==> config.mk <==
export PLATFORM = sky130hd
export DESIGN_NAME = pc_fetch_unit
export DESIGN_NICKNAME = d
export VERILOG_FILES = /design/src/rtl/pc_fetch_unit.sv
export SDC_FILE = /design/constraint.sdc
export NUM_CORES = 1
export LEC_CHECK = 0
export ABC_AREA = 1
export CORE_MARGIN = 5
export CORE_UTILIZATION = 43
export CTS_CLUSTER_DIAMETER = 40
export CTS_CLUSTER_SIZE = 14
export DETAILED_ROUTE_END_ITERATION = 12
export PLACE_DENSITY = 0.9
export SLEW_MARGIN = 20
export SYNTH_ARGS = -nofsm -noshare
export SYNTH_HDL_FRONTEND = slang
export SYNTH_SLANG_ARGS = --single-unit
==> constraint.sdc <==
create_clock -name clk -period 3.69 [get_ports clk]
set_input_delay 0.5535 -clock clk [delete_from_list [all_inputs] [get_ports clk]]
set_output_delay 0.5535 -clock clk [all_outputs]
set_load 0.01 [all_outputs]
==> src/rtl/pc_fetch_unit.sv <==
// Tiny-CPU instruction-fetch stage: owns the PC, steers the external Adder,
// fetches one instruction per PC over req/ack and offers it to decode over valid/ready.
module pc_fetch_unit #(
  parameter int ADDR_W  = 8,
  parameter int INSTR_W = 8
) (
  input  logic               clk,
  input  logic               reset,
  input  logic               enable,
  output logic [ADDR_W-1:0]  adder_input1,
  output logic [ADDR_W-1:0]  adder_input2,
  input  logic [ADDR_W-1:0]  adder_output,
  output logic               mem_req,
  output logic [ADDR_W-1:0]  mem_addr,
  input  logic               mem_ack,
  input  logic [INSTR_W-1:0] mem_rdata,
  output logic               instr_valid,
  input  logic               instr_ready,
  output logic [INSTR_W-1:0] instr_out,
  output logic [ADDR_W-1:0]  instr_pc,
  input  logic               branch_taken,
  input  logic [ADDR_W-1:0]  branch_offset,
  output logic [ADDR_W-1:0]  pc
);

  typedef enum logic [1:0] {
    IDLE  = 2'd0,
    FETCH = 2'd1,
    HOLD  = 2'd2
  } state_t;

  state_t              state_r;
  state_t              state_next_s;
  logic                fetch_done_s;
  logic                handshake_s;
  logic [ADDR_W-1:0]   pc_next_s;
  logic [ADDR_W-1:0]   pc_r;
  logic                mem_req_r;
  logic [ADDR_W-1:0]   mem_addr_r;
  logic                instr_valid_r;
  logic [INSTR_W-1:0]  instr_out_r;
  logic [ADDR_W-1:0]   instr_pc_r;

  assign fetch_done_s = (state_r == FETCH) && mem_ack;
  assign handshake_s  = (state_r == HOLD) && instr_valid_r && instr_ready;

  // State register
  always_ff @(posedge clk or posedge reset) begin
    if (reset) begin
      state_r <= IDLE;
    end else begin
      state_r <= state_next_s;
    end
  end

  // Next-state logic
  always_comb begin
    state_next_s = state_r;
    case (state_r)
      IDLE: begin
        if (enable) state_next_s = FETCH;
        else        state_next_s = IDLE;
      end
      FETCH: begin
        if (mem_ack) state_next_s = HOLD;
        else         state_next_s = FETCH;
      end
      HOLD: begin
        if (handshake_s) state_next_s = enable ? FETCH : IDLE;
        else             state_next_s = HOLD;
      end
      default: state_next_s = IDLE;
    endcase
  end

  // Adder operand steering; the branch target only applies while an instruction is held
  always_comb begin
    adder_input1 = pc_r;
    adder_input2 = {{(ADDR_W-1){1'b0}}, 1'b1};
    if ((state_r == HOLD) && branch_taken) begin
      adder_input1 = instr_pc_r;
      adder_input2 = branch_offset;
    end else begin
      adder_input1 = pc_r;
      adder_input2 = {{(ADDR_W-1){1'b0}}, 1'b1};
    end
  end

  // Next PC: increment on fetch completion, redirect on an accepted taken branch
  always_comb begin
    pc_next_s = pc_r;
    if (fetch_done_s) begin
      pc_next_s = adder_output;
    end else if (handshake_s && branch_taken) begin
      pc_next_s = adder_output;
    end else begin
      pc_next_s = pc_r;
    end
  end

  // Registered datapath and handshake outputs
  always_ff @(posedge clk or posedge reset) begin
    if (reset) begin
      pc_r          <= {ADDR_W{1'b0}};
      mem_req_r     <= 1'b0;
      mem_addr_r    <= {ADDR_W{1'b0}};
      instr_valid_r <= 1'b0;
      instr_out_r   <= {INSTR_W{1'b0}};
      instr_pc_r    <= {ADDR_W{1'b0}};
    end else begin
      pc_r      <= pc_next_s;
      mem_req_r <= (state_next_s == FETCH);
      // Address is captured once on entry to FETCH and held until the ack
      if ((state_next_s == FETCH) && (state_r != FETCH)) begin
        mem_addr_r <= pc_next_s;
      end
      if (fetch_done_s) begin
        instr_out_r   <= mem_rdata;
        instr_pc_r    <= pc_r;
        instr_valid_r <= 1'b1;
      end else if (handshake_s) begin
        instr_valid_r <= 1'b0;
      end
    end
  end

  assign pc          = pc_r;
  assign mem_req     = mem_req_r;
  assign mem_addr    = mem_addr_r;
  assign instr_valid = instr_valid_r;
  assign instr_out   = instr_out_r;
  assign instr_pc    = instr_pc_r;

endmodule

==> out/summary.json, run 1 <==
{
  "run_status": {"value": "completed"},
  "die_ar": {"value": 0.00519, "unit": "mm2"},
  "netlist.top_cell.by_area": {"value": "sky130_fd_sc_hd__dfrtp_1"},
  "ys.warnings.count": {"value": 0},
  "vias_per_cell": {"value": 4.68},
  "finish.net_count": {"value": 292},
  "worstPathCellList": {"value": "clkdlybuf4s50_1 -> nand2_4 -> inv_2 -> nand2_1 -> o21ai_0 -> clkdlybuf4s50_1"},
  "number_of_antenna_violations_at_the_first_check_in_global_routing": {"value": 0},
  "final_critical_path_setup_slack": {"value": 962, "unit": "ps"},
  "worst_slew_margin_rel": {"value": 70.5, "unit": "%"},
  "grt_max_degree": {"value": 37},
  "start_util": {"value": 44.9, "unit": "%"},
  "antenna_left": {"value": 0},
  "swShare": {"value": 35.8, "unit": "%"},
  "clock_sinks": {"value": 36},
  "dp.final_hpwl": {"value": 3240, "unit": "um"},
  "sum_of_negative_setup_slack": {"value": 0, "unit": "ps"},
  "synthesis.area_per_instance": {"value": 9.25, "unit": "um2"},
  "timing.final.crit_period": {"value": 2730, "unit": "ps"},
  "cp_slowest_stage_delay": {"value": 580, "unit": "ps"},
  "cts_root_buf": {"value": "sky130_fd_sc_hd__clkbuf_8"},
  "critical-path-top-delay-family": {"value": "buffers and inverters"},
  "postSynthRegisterBits": {"value": 36},
  "synthDominantCellAreaShare": {"value": 54.4, "unit": "%"},
  "reg2regPathDepth": {"value": 5},
  "worstReg2RegStart": {"value": "state_r[1]"},
  "area_delta_synth_final": {"value": 55.4, "unit": "%"},
  "reg2reg_setup_slack": {"value": 2170, "unit": "ps"},
  "cp_slowest_cell": {"value": "sky130_fd_sc_hd__clkdlybuf4s50_1"},
  "mappedNetlistArea": {"value": 0.00166, "unit": "mm2"},
  "p_int": {"value": 1.37, "unit": "mW"},
  "final_core_util": {"value": 69.8, "unit": "%"},
  "finish.instance_area": {"value": 0.00257, "unit": "mm2"},
  "timing.max_cap.violations": {"value": 0},
  "synth.top_cells.by_area": {"value": "sky130_fd_sc_hd__dfrtp_1, sky130_fd_sc_hd__nand2_1, sky130_fd_sc_hd__inv_1"},
  "drt_drc_violations_left": {"value": 0},
  "worstHoldStart": {"value": "mem_addr[3]"},
  "post_place_setup_slack": {"value": 947, "unit": "ps"},
  "floorplan.die.width": {"value": 72.1, "unit": "um"},
  "clkLatencyLatePin": {"value": 290, "unit": "ps"},
  "fraction_of_final_layout_cells_sized_beyond_drive_strength_1": {"value": 9.89, "unit": "%"},
  "path_buf_inv": {"value": 3},
  "grt_overflow": {"value": 0},
  "power.ir.vdd_worst": {"value": 0.000482, "unit": "V"},
  "max_clock_freq": {"value": 367, "unit": "MHz"},
  "worst-endpoint-arrival": {"value": 2170, "unit": "ps"},
  "drt_first_pass_iters": {"value": 4},
  "hold_path.class": {"value": "flip-flop to flip-flop"},
  "post_cts.resized_instances": {"value": 0},
  "timing.clock.skew": {"value": 3.61, "unit": "ps"},
  "crit_type": {"value": "input pin to output pin"},
  "crit_path_frequent_cell": {"value": "sky130_fd_sc_hd__clkdlybuf4s50_1"},
  "antenna-diode-count": {"value": 0},
  "hold_violation_count_in_the_final_report": {"value": 0},
  "cts_max_level": {"value": 2},
  "start_kind": {"value": "input pin"},
  "area_of_the_core_region": {"value": 0.00369, "unit": "mm2"},
  "grt_first_pass_wirelength": {"value": 6470, "unit": "um"},
  "placed_area": {"value": 0.00248, "unit": "mm2"},
  "combPwrFrac": {"value": 52.9, "unit": "%"},
  "path_max_fanout": {"value": 16},
  "slew_viol_final": {"value": 0},
  "hold_end": {"value": "mem_addr[3]"},
  "io_pins": {"value": 80},
  "routed_wire_length_per_instance": {"value": 13.1, "unit": "um"},
  "synth.distinct_cells": {"value": 19},
  "postCtsSetupBuffers": {"value": 0},
  "cts_max_path_buffers": {"value": 2},
  "cts_buffers": {"value": 5},
  "tightestPinTransition": {"value": 442, "unit": "ps"},
  "clkSlewWorstSetupHoldPaths": {"value": 70, "unit": "ps"},
  "routed-via-count": {"value": 1455},
  "leakagePower": {"value": 1.21, "unit": "nW"},
  "synth_seq_area_share": {"value": 54.4, "unit": "%"},
  "power.sequential.fraction": {"value": 33.6, "unit": "%"},
  "timing.final.crit_share": {"value": 73.9, "unit": "%"},
  "fp.dieH": {"value": 72.1, "unit": "um"},
  "power_per_cell_area": {"value": 828, "unit": "mW/mm2"},
  "setup_viol": {"value": 0},
  "grtUsageTotal": {"value": 16.3, "unit": "%"},
  "mappedNetlistNets": {"value": 209},
  "power.clock.fraction": {"value": 13.5, "unit": "%"},
  "buffer_ports.inserted": {"value": 79},
  "tritoncts": {"value": "yes"},
  "timing.critical_path.required": {"value": 3140, "unit": "ps"},
  "grt_setup_unrepaired": {"value": "no"},
  "postCtsHoldBufs": {"value": 0},
  "first_global_vias": {"value": 1446},
  "gp_congestion": {"value": 0.800},
  "power": {"value": 2.13, "unit": "mW"},
  "placement_rows": {"value": 22},
  "cp_endpoint_kind": {"value": "output pin"},
  "worst_hold_path.num_cells": {"value": 2},
  "post_detailed_routing_wire_length": {"value": 4080, "unit": "um"},
  "total_switching_power": {"value": 0.762, "unit": "mW"},
  "critical_path.reg2reg.endpoint": {"value": "pc[4]"},
  "syn-instance-count": {"value": 179},
  "drt_iter0_markers": {"value": 34}
}
## per-layer routing
layer | global-route usage (%) | share of wire (%)
met5 | 0 | 0
met4 | 5.22 | 1.3
met3 | 7.76 | 10
met2 | 27.7 | 48
met1 | 17.8 | 40
## layout by cell type, fill, tap and decap left out, drive strengths merged
cell / n
and2: 8
o31ai: 2
clkdlybuf4s50: 79
a21oi: 1
inv: 30
or2: 1
nand2: 45
mux2: 8
nand3: 18
buf: 1
clkbuf: 8
dfrtp: 36
o21ai: 18
nor2: 8
## per-stage QoR
stage / hold slack (ps) / std cells
2_1_floorplan: 513 / 179
3_3_place_gp: 463 / 303
3_5_place_dp: 470 / 303
4_1_cts: 488 / 311
5_1_grt: 505 / 311
6_report: 482 / 311
## final cells by class
type	instances	area, um2
Fill cell	294	1110
Multi-Input combinational cell	109	612
Tap cell	48	60.1
Sequential cell	36	901
Inverter	30	113
Clock buffer	8	90.1
Timing Repair Buffer	80	798
## power by group through the flow
| stage | combinational, mW | clock, mW | sequential, mW |
|---|---|---|---|
| 4_1_cts | 1.14 | 0.290 | 0.718 |
| 2_1_floorplan | 0.447 | 0 | 0.801 |
| 3_3_place_gp | 1.12 | 0 | 0.712 |
| 6_report | 1.13 | 0.287 | 0.716 |
| 3_5_place_dp | 1.14 | 0 | 0.724 |
| 5_1_grt | 1.23 | 0.312 | 0.746 |
## cells by family (layout without fill, tap and decap cells)
kind of cell,count (synthesis),after routing,share of synthesized area [%]
AO/OA/AOI/OAI,21,21,6.87
AND/OR/NAND/NOR,80,80,23.7
buffers and inverters,34,118,8.68
multiplexers,8,8,6.34
flip-flops,36,36,54.4
## registers in the layout, indices dropped and copies added, names as in the netlist
register     cells
mem_addr         8
pc               8
instr_out        8
state_r          2
mem_req          1
instr_valid      1
instr_pc         8
## how the worst max path moves through the flow
| stage | start | end | slack [ps] | cells after the start |
|---|---|---|---|---|
| 2_1_floorplan | state_r[1] | adder_input1[0] | 2010 | 6 |
| 3_3_place_gp | branch_taken | adder_input1[3] | 1030 | 6 |
| 3_5_place_dp | branch_taken | adder_input1[5] | 950 | 6 |
| 4_1_cts | branch_taken | adder_input1[5] | 950 | 6 |
| 5_1_grt | branch_taken | adder_input1[2] | 850 | 6 |
| 6_report | branch_taken | adder_input1[5] | 960 | 6 |
## worst min-delay path, stage by stage, from the launching register on
cell	delay, ps
sky130_fd_sc_hd__dfrtp_1	340
sky130_fd_sc_hd__nand2_1	50
sky130_fd_sc_hd__nand2_1	60
## cells in the mapped netlist
library cell,count
sky130_fd_sc_hd__mux2_2,4
sky130_fd_sc_hd__or2_2,1
sky130_fd_sc_hd__nand3_1,16
sky130_fd_sc_hd__and2_1,8
sky130_fd_sc_hd__nand2_4,2
sky130_fd_sc_hd__a21oi_2,1
sky130_fd_sc_hd__mux2_4,4
sky130_fd_sc_hd__buf_2,1
sky130_fd_sc_hd__inv_2,4
sky130_fd_sc_hd__o31ai_1,2
sky130_fd_sc_hd__o21ai_0,18
sky130_fd_sc_hd__dfrtp_1,36
sky130_fd_sc_hd__nand2_1,43
sky130_fd_sc_hd__nand3_4,2
sky130_fd_sc_hd__inv_1,26
sky130_fd_sc_hd__nor2_1,7
sky130_fd_sc_hd__nor2_4,1
sky130_fd_sc_hd__clkbuf_1,1
sky130_fd_sc_hd__buf_6,2
(Power assumes the default switching activity.)
==> run 2: changes to the inputs <==
CORE_UTILIZATION = 40   (was 43)
PLACE_DENSITY = 0.85   (was 0.9)
clock period = 2.65 ns   (was 3.69 ns; I/O delays follow)
==> run 2 against run 1 <==
  * Clock skew up 3.3 ps
  * Critical endpoint unchanged
  * Die area grew 6.4%
  * First-iteration DRC count up 140%
  * Largest cell class unchanged
==> out/summary.json, run 2 (same netlist as run 1, synthesis figures left out) <==
{
  "start_util": {"value": 41.4, "unit": "%", "change": "-3.5 points"},
  "vias_per_cell": {"value": 4.58, "change": "-2.0%"},
  "drt_drc_violations_left": {"value": 0, "change": "unchanged"},
  "floorplan.die.width": {"value": 74.4, "unit": "um", "change": "+3.2%"},
  "timing.final.crit_share": {"value": 90.1, "unit": "%"},
  "tritoncts": {"value": "yes"},
  "finish.instance_area": {"value": 0.00260, "unit": "mm2", "change": "+0.92%"},
  "fraction_of_final_layout_cells_sized_beyond_drive_strength_1": {"value": 10.6, "unit": "%", "change": "+0.76 points"},
  "met1_length": {"value": 1610, "unit": "um", "change": "-0.99%"},
  "power_per_cell_area": {"value": 1170, "unit": "mW/mm2", "change": "+41%"},
  "worst-endpoint-arrival": {"value": 1990, "unit": "ps", "change": "-180 ps"},
  "crit_type": {"value": "input pin to output pin"},
  "timing.critical_path.required": {"value": 2250, "unit": "ps", "change": "-890 ps"},
  "wl_met2": {"value": 1850, "unit": "um", "change": "-6.7%"},
  "antenna-diode-count": {"value": 0, "change": "unchanged"},
  "leakagePower": {"value": 1.22, "unit": "nW", "change": "+0.71%"},
  "cts_root_buf": {"value": "sky130_fd_sc_hd__clkbuf_8"},
  "timing.clock.skew": {"value": 6.93, "unit": "ps", "change": "+3.32 ps"},
  "run_status": {"value": "completed"},
  "drt_first_pass_iters": {"value": 4, "change": "unchanged"},
  "die_ar": {"value": 0.00553, "unit": "mm2", "change": "+6.4%"},
  "grt_setup_unrepaired": {"value": "no"},
  "placement_rows": {"value": 23, "change": "+4.5%"},
  "post_cts.resized_instances": {"value": 0, "change": "unchanged"},
  "hold_violation_count_in_the_final_report": {"value": 0, "change": "unchanged"},
  "cp_endpoint_kind": {"value": "output pin"},
  "number_of_antenna_violations_at_the_first_check_in_global_routing": {"value": 0, "change": "unchanged"},
  "grt_max_degree": {"value": 37, "change": "unchanged"},
  "area_delta_synth_final": {"value": 56.8, "unit": "%"},
  "clkSlewWorstSetupHoldPaths": {"value": 70, "unit": "ps", "change": "about the same"},
  "topRoutingLayerUsed": {"value": "met4"},
  "fp.dieH": {"value": 74.4, "unit": "um", "change": "+3.2%"},
  "routed-via-count": {"value": 1435, "change": "-1.4%"},
  "wl_met3": {"value": 462, "unit": "um", "change": "+10%"},
  "path_max_fanout": {"value": 16, "change": "unchanged"},
  "max_clock_freq": {"value": 419, "unit": "MHz"},
  "final_core_util": {"value": 64.9, "unit": "%", "change": "-4.8 points"},
  "power.ir.vdd_worst": {"value": 0.000537, "unit": "V", "change": "+12%"},
  "clkLatencyLatePin": {"value": 290, "unit": "ps", "change": "about the same"},
  "grt_first_pass_wirelength": {"value": 6620, "unit": "um", "change": "+2.3%"},
  "start_kind": {"value": "input pin"},
  "post_place_setup_slack": {"value": 244, "unit": "ps", "change": "-704 ps"},
  "placed_area": {"value": 0.00249, "unit": "mm2", "change": "+0.10%"},
  "dp.final_hpwl": {"value": 3070, "unit": "um", "change": "-5.1%"},
  "timing.final.crit_period": {"value": 2390, "unit": "ps"},
  "cts_buffers": {"value": 5, "change": "unchanged"},
  "area_of_the_core_region": {"value": 0.00400, "unit": "mm2", "change": "+8.4%"},
  "slew_viol_final": {"value": 0, "change": "unchanged"},
  "post_detailed_routing_wire_length": {"value": 3960, "unit": "um", "change": "-2.9%"},
  "final_critical_path_setup_slack": {"value": 263, "unit": "ps", "change": "-699 ps"},
  "cts_max_path_buffers": {"value": 2, "change": "unchanged"},
  "postCtsHoldBufs": {"value": 0, "change": "unchanged"},
  "first_global_vias": {"value": 1480, "change": "+2.4%"},
  "finish.net_count": {"value": 292, "change": "unchanged"},
  "drt_iter0_markers": {"value": 81, "change": "+140%"},
  "io_pins": {"value": 80, "change": "unchanged"},
  "sum_of_negative_setup_slack": {"value": 0, "unit": "ps", "change": "unchanged"},
  "setup_viol": {"value": 0, "change": "unchanged"},
  "grtUsageTotal": {"value": 15.6, "unit": "%", "change": "-0.72 points"},
  "clock_sinks": {"value": 36, "change": "unchanged"},
  "grt_overflow": {"value": 0, "change": "unchanged"},
  "routed_wire_length_per_instance": {"value": 12.6, "unit": "um", "change": "-3.5%"},
  "gp_congestion": {"value": 0.764, "change": "-4.5%"},
  "worst_slew_margin_rel": {"value": 70.7, "unit": "%", "change": "+0.18 points"},
  "hold_path.class": {"value": "flip-flop to flip-flop"},
  "buffer_ports.inserted": {"value": 79, "change": "unchanged"},
  "postCtsSetupBuffers": {"value": 0, "change": "unchanged"},
  "tightestPinTransition": {"value": 439, "unit": "ps", "change": "-2.74 ps"},
  "timing.max_cap.violations": {"value": 0, "change": "unchanged"},
  "antenna_left": {"value": 0, "change": "unchanged"},
  "cts_max_level": {"value": 2, "change": "unchanged"},
  "commonest_non_fill_non_tap_cells_in_the_layout": {"value": "sky130_fd_sc_hd__clkdlybuf4s50_1, sky130_fd_sc_hd__nand2_1, sky130_fd_sc_hd__dfrtp_1"},
  "final_common_cell": {"value": "sky130_fd_sc_hd__clkdlybuf4s50_1"}
}
## run 2: cell count changes in the layout (fill, tap and decap cells not counted), sizes merged
cell      before  now
clkbuf         8    5
bufinv         0    1
clkinv         0    1
clkinvlp       0    1
## run 2: area by class of cell
class                   count  area (um2)
well taps                  50        62.6
multi-input cells         109         612
fillers                   343        1400
inverters                  30         113
repair buffers             80         798
clock inverters             3        42.5
clock buffers               5        68.8
flip-flops and latches     36         901
## run 2: layer usage
metal  GRT usage, %  vias up
met3           7.43        5
met2           25.9       62
met5              0        -
li1               -      718
met1           17.8      650
met4           4.74        0
## run 2: critical path, cell delays in order
cell and delay [ps]:
sky130_fd_sc_hd__clkdlybuf4s50_1 570, sky130_fd_sc_hd__nand2_4 110, sky130_fd_sc_hd__inv_2 190, sky130_fd_sc_hd__nand2_1 70, sky130_fd_sc_hd__o21ai_0 80, sky130_fd_sc_hd__clkdlybuf4s50_1 570
## run 2: report_power, final
part           internal, mW  leakage (nW)  switching [mW]
logic                 0.869         0.746           0.692
registers             0.825         0.420           0.167
clock network         0.278        0.0541           0.198
## run 2: path summary, 6_finish.rpt
check	start	to	slack [ps]	cells past startpoint
min reg2reg	mem_addr[6]	mem_addr[6]	490	2
min in group asynchronous	reset	mem_req	510	3
min	mem_addr[6]	mem_addr[6]	490	2
max in group asynchronous	reset	pc[6]	1830	3
max reg2reg	state_r[1]	pc[5]	1160	5
max	branch_taken	adder_input1[5]	260	6
## run 2: through the flow
step,std cells,power [mW],hold slack [ps]
final,313,3.03,485
after global routing,313,3.27,502
after floorplan,179,1.74,484
after global placement,305,2.54,463
after detailed placement,305,2.58,466
after CTS,313,3.08,489
